## config.mk

```make
export PLATFORM = sky130hd
export DESIGN_NAME = uart_rx
export DESIGN_NICKNAME = d
export VERILOG_FILES = /design/src/rtl/uart_rx.sv
export SDC_FILE = /design/constraint.sdc
export NUM_CORES = 1
export LEC_CHECK = 0
export CORE_UTILIZATION = 58
export CTS_BUF_LIST = sky130_fd_sc_hd__clkbuf_16
export CTS_CLUSTER_SIZE = 25
export DETAILED_ROUTE_END_ITERATION = 8
export PLACE_DENSITY = 0.78
export SETUP_SLACK_MARGIN = 0.5
export SYNTH_ARGS = -nofsm -noshare
export SYNTH_HDL_FRONTEND = slang
export SYNTH_SLANG_ARGS = --single-unit
```

## constraint.sdc

```tcl
create_clock -name clk -period 2.65 [get_ports clk]
set_input_delay 0.265 -clock clk [delete_from_list [all_inputs] [get_ports clk]]
set_output_delay 0.265 -clock clk [all_outputs]
set_load 0.01 [all_outputs]
```

## src/rtl/uart_rx.sv

```systemverilog
// 8N1 serial receiver with a 2-flop input synchroniser and mid-bit sampling.
// Define UART_RX_PARITY_EN for 8E1 frames and the extra parity_err output.
module uart_rx #(
    parameter int CLOCK_RATE_HZ   = 100_000_000,
    parameter int BAUD_RATE_HZ    = 10_000_000,
    parameter int CLOCKS_PER_BAUD = CLOCK_RATE_HZ / BAUD_RATE_HZ
) (
    input  logic       clk,
    input  logic       rst,
    input  logic       rx,
    output logic [7:0] data,
    output logic       valid,
    output logic       frame_err,
    output logic       busy
`ifdef UART_RX_PARITY_EN
    ,
    output logic       parity_err
`endif
);

    localparam logic [31:0] HALF_M1 = 32'(CLOCKS_PER_BAUD / 2 - 1);
    localparam logic [31:0] FULL_M1 = 32'(CLOCKS_PER_BAUD - 1);

    typedef enum logic [2:0] {
        S_IDLE,
        S_START,
        S_DATA,
        S_PARITY,
        S_STOP,
        S_BREAK
    } state_t;

    state_t      state;
    state_t      state_nxt;
    logic        rx_meta;
    logic        rx_s;
    logic [31:0] baud_cnt;
    logic [2:0]  bit_cnt;
    logic [7:0]  shift;
    logic        sample;
    logic        stop_ok;
    logic        stop_bad;
`ifdef UART_RX_PARITY_EN
    logic        par_bit;
`endif

    // Synchroniser resets high so a reset looks like an idle line.
    always_ff @(posedge clk) begin
        if (rst) begin
            rx_meta <= 1'b1;
            rx_s    <= 1'b1;
        end else begin
            rx_meta <= rx;
            rx_s    <= rx_meta;
        end
    end

    // Start bit is checked at its middle; every later bit one full bit after that.
    always_comb begin
        case (state)
            S_START:                 sample = (baud_cnt == HALF_M1);
            S_DATA, S_PARITY, S_STOP: sample = (baud_cnt == FULL_M1);
            default:                 sample = 1'b0;
        endcase
    end

    always_ff @(posedge clk) begin
        if (rst) begin
            state    <= S_IDLE;
            baud_cnt <= '0;
            bit_cnt  <= '0;
        end else begin
            state <= state_nxt;
            if (state_nxt != state || sample || state == S_IDLE || state == S_BREAK)
                baud_cnt <= '0;
            else
                baud_cnt <= baud_cnt + 32'd1;
            if (state != S_DATA)
                bit_cnt <= '0;
            else if (sample)
                bit_cnt <= bit_cnt + 3'd1;
        end
    end

    always_comb begin
        state_nxt = state;
        case (state)
            S_IDLE:   if (!rx_s) state_nxt = S_START;
            S_START:  if (sample) state_nxt = rx_s ? S_IDLE : S_DATA;
            S_DATA: begin
                if (sample && bit_cnt == 3'd7) begin
`ifdef UART_RX_PARITY_EN
                    state_nxt = S_PARITY;
`else
                    state_nxt = S_STOP;
`endif
                end
            end
            S_PARITY: if (sample) state_nxt = S_STOP;
            S_STOP:   if (sample) state_nxt = rx_s ? S_IDLE : S_BREAK;
            S_BREAK:  if (rx_s) state_nxt = S_IDLE;
            default:  state_nxt = S_IDLE;
        endcase
    end

    always_comb begin
        busy     = (state != S_IDLE);
        stop_ok  = (state == S_STOP) && sample && rx_s;
        stop_bad = (state == S_STOP) && sample && !rx_s;
    end

    // Bits enter at the MSB side so the first (LSB) bit ends up in shift[0].
    always_ff @(posedge clk) begin
        if (state == S_DATA && sample)
            shift <= {rx_s, shift[7:1]};
    end

`ifdef UART_RX_PARITY_EN
    always_ff @(posedge clk) begin
        if (state == S_PARITY && sample)
            par_bit <= rx_s;
    end
`endif

    always_ff @(posedge clk) begin
        if (rst) begin
            data      <= '0;
            valid     <= 1'b0;
            frame_err <= 1'b0;
`ifdef UART_RX_PARITY_EN
            parity_err <= 1'b0;
`endif
        end else begin
            valid     <= stop_ok;
            frame_err <= stop_bad;
            if (stop_ok)
                data <= shift;
`ifdef UART_RX_PARITY_EN
            parity_err <= stop_ok && (^{shift, par_bit});
`endif
        end
    end

endmodule
```

==> impl_metrics.env <==
export IMPL_synth_largest_area_cell="dfxtp_1"
export IMPL_htree_levels=3
export IMPL_port_buffers=13
export IMPL_synth_top_area_share_pct=39.5
export IMPL_nFillCells=281
export IMPL_cts_sinks=58
export IMPL_yosysUniqueCellTypes=39
export IMPL_maxSlewViolCount=0
export IMPL_hp_class="flip-flop to flip-flop"
export IMPL_setup_viol=0
export IMPL_fin_crit_ps=2020
export IMPL_root_buffer="clkbuf_16"
export IMPL_worstPathMaxFanout=11
export IMPL_ys_top_cells_by_area="dfxtp_1, edfxtp_1, xor2_1"
export IMPL_fin_total_pwr_mw=2.04
export IMPL_antenna_found_initial=0
export IMPL_ys_seq_area_share_pct=49.0
export IMPL_core_area_sq_um=4090
export IMPL_fin_crit_sh_pct=76.4
export IMPL_synthCells=250
export IMPL_outcome="complete, no violations"
export IMPL_cts_tree="built"
export IMPL_finalSetupTns_ps=0
export IMPL_finalInstanceArea_sq_um=3080
export IMPL_dr_pass1_iters=4
export IMPL_setup_worst_path_class="flip-flop to flip-flop"
export IMPL_nNetsFinal=275
export IMPL_route_met2_wl_microns=2490
export IMPL_hold_depth=1
export IMPL_synth_area_per_cell_sq_um=10.1
export IMPL_rows=23
export IMPL_rsz0062_at_grt="no"
export IMPL_tightest_slew_ps=446
export IMPL_drt_antenna_violating_nets=0
export IMPL_start_util_pct=62.0
export IMPL_cts_inserted_buffers=9
export IMPL_die_area_sq_um=4640
export IMPL_critPathRequiredTime_ps=2900
export IMPL_finalHoldViolCount=0
export IMPL_grt_max_degree=33
export IMPL_p_leak_nw=1.01
export IMPL_overflow=0
export IMPL_grt_pass1_vias=1760
export IMPL_p_per_area_nw_per_um2=662
export IMPL_grt_pass1_wl_microns=8010
export IMPL_vias=1886
export IMPL_avgViaCountPerCell=5.82
export IMPL_cts_hold_buf=0
export IMPL_worst_setup_path_start_kind="flip-flop"
export IMPL_antennaDiodeCount=0
export IMPL_drtIter0Drc=121
export IMPL_dpl_cell_area_sq_um=2720
export IMPL_hold_ws_ps=410
export IMPL_yosysWarningCount=0
export IMPL_layout_commonest_cell="dfxtp_1"
export IMPL_slew_limit_headroom_pct=70.3
export IMPL_wirelength_microns=4880
export IMPL_wl_met3_microns=169
export IMPL_max_cap_violations=0
export IMPL_syn_area_sq_um=2530
export IMPL_fin_worst_skew_ps=5.07
export IMPL_syn_nets=256
export IMPL_most_common_layout_cells="dfxtp_1, nor2_1, xor2_1, nand2_1, clkdlybuf4s50_1"
export IMPL_ys_seq_elements=58
export IMPL_die_w_microns=68.1
export IMPL_endpoint_kind="flip-flop"
export IMPL_fmax_mhz=494
export IMPL_syn_to_final_growth_pct=21.7
export IMPL_die_h_microns=68.1
export IMPL_ir_drop_mv=0.644
export IMPL_met1_length_microns=2100
export IMPL_clkTransAtPathRegs_ps=50
export IMPL_boundaryPins=14
export IMPL_place_gp_congestion=0.789
export IMPL_grtUsageTotal_pct=24.4
export IMPL_drive_above_1_share_pct=16.8
export IMPL_top_layer_used="met4"
export IMPL_cts_buffer_depth=2
export IMPL_place_hpwl_microns=3040
export IMPL_insertion_delay_ps=330
export IMPL_wl_per_cell_microns=15.1
export IMPL_arrival_ps=2280
export IMPL_route_detailed_drc=0
export IMPL_r2r_cells=5
[area by class of cell]
| cell class | instances | area [sq um] | share of cell area, % |
|---|---|---|---|
| Multi-Input combinational cell | 181 | 1310 | 42.5 |
| Sequential cell | 58 | 1240 | 40.4 |
| Clock buffer | 9 | 225 | 7.30 |
| Timing Repair Buffer | 18 | 168 | 5.44 |
| Clock inverter | 7 | 70.1 | 2.27 |
| Tap cell | 50 | 62.6 | 2.03 |
| Inverter | 1 | 3.75 | 0.122 |
[per-layer routing]
metal / up-vias / track usage (%)
met2: 40 / 40.3
met4: 0 / 14.8
li1: 936 / -
met1: 897 / 27.5
met5: - / 0
met3: 13 / 7.17
[Yosys cell counts]
cell and n:
o21ai_0 6, and2b_1 1, edfxtp_1 8, a21oi_1 5, or3_1 6, inv_1 1, or4_1 1, a211oi_2 2
or2_2 2, mux2i_1 12, a2111oi_4 2, ha_1 3, nand2_1 13, nor4_1 7, buf_2 5, xor2_1 22
nor4_4 1, nand4_2 2, clkbuf_1 5, and4_1 4, nand4b_2 1, a211o_2 1, nor3b_2 1, nor3_1 5
or3b_1 1, nor2_1 40, nor4_2 2, xnor2_1 5, nor2b_1 1, o211ai_2 1, a221oi_1 1, or2b_2 1
nand4_1 8, dfxtp_1 50, or2b_1 1, and3_1 8, and4_2 2, nand3_1 12, nand2b_1 1
[where the power goes]
part           internal [mW]  total (mW)  leakage [nW]  switching, mW
Sequential             0.893       0.899         0.476        0.00548
Clock                  0.722        1.12         0.135          0.397
Combinational        0.00926      0.0231         0.399         0.0138
[worst max-delay path, stage by stage, from the launching register on]
cell and delay, ps:
dfxtp_2 460, or3b_1 190, nand4b_2 250, a211o_2 450
or4_1 470, a21oi_1 130
[state kept, by name, summed over array words and instances, names as in the netlist]
| signal | cells |
|---|---|
| state | 3 |
| data | 8 |
| shift | 8 |
| baud_cnt | 32 |
| rx_s | 1 |
| valid | 1 |
| frame_err | 1 |
| bit_cnt | 3 |
| rx_meta | 1 |
[path summary, 6_finish.rpt]
kind | to | slack, ps | startpoint
worst min-delay path | rx_s | 410 | rx_meta
worst max register to register | state[1] | 630 | state[0]
worst max-delay path | state[1] | 630 | state[0]
worst min register to register | rx_s | 410 | rx_meta
[stage by stage]
stage,utilization [%],setup WS [ps],instances
6_report,75.5,626,324
5_1_grt,75.5,502,324
4_1_cts,73.9,517,323
3_5_place_dp,66.5,430,307
3_3_place_gp,66.5,489,307
2_1_floorplan,-,681,250
[repair_timing]
item                       CTS  global route
setup endpoints to repair    8            47
resized for setup            1            12
gates cloned                 0             0
pin swaps                    0             1
setup buffers                0             1
[cells by family after synthesis]
family	synth area share, %
AOI/OAI and AO/OA	6.57
xor gates and xnor gates	9.33
adders and majority gates	1.48
buffers and inverters	1.88
DFF	49.0
muxes	4.74
and+or+nand+nor	27.0
No activity file was read; power rests on OpenSTA's default activity.
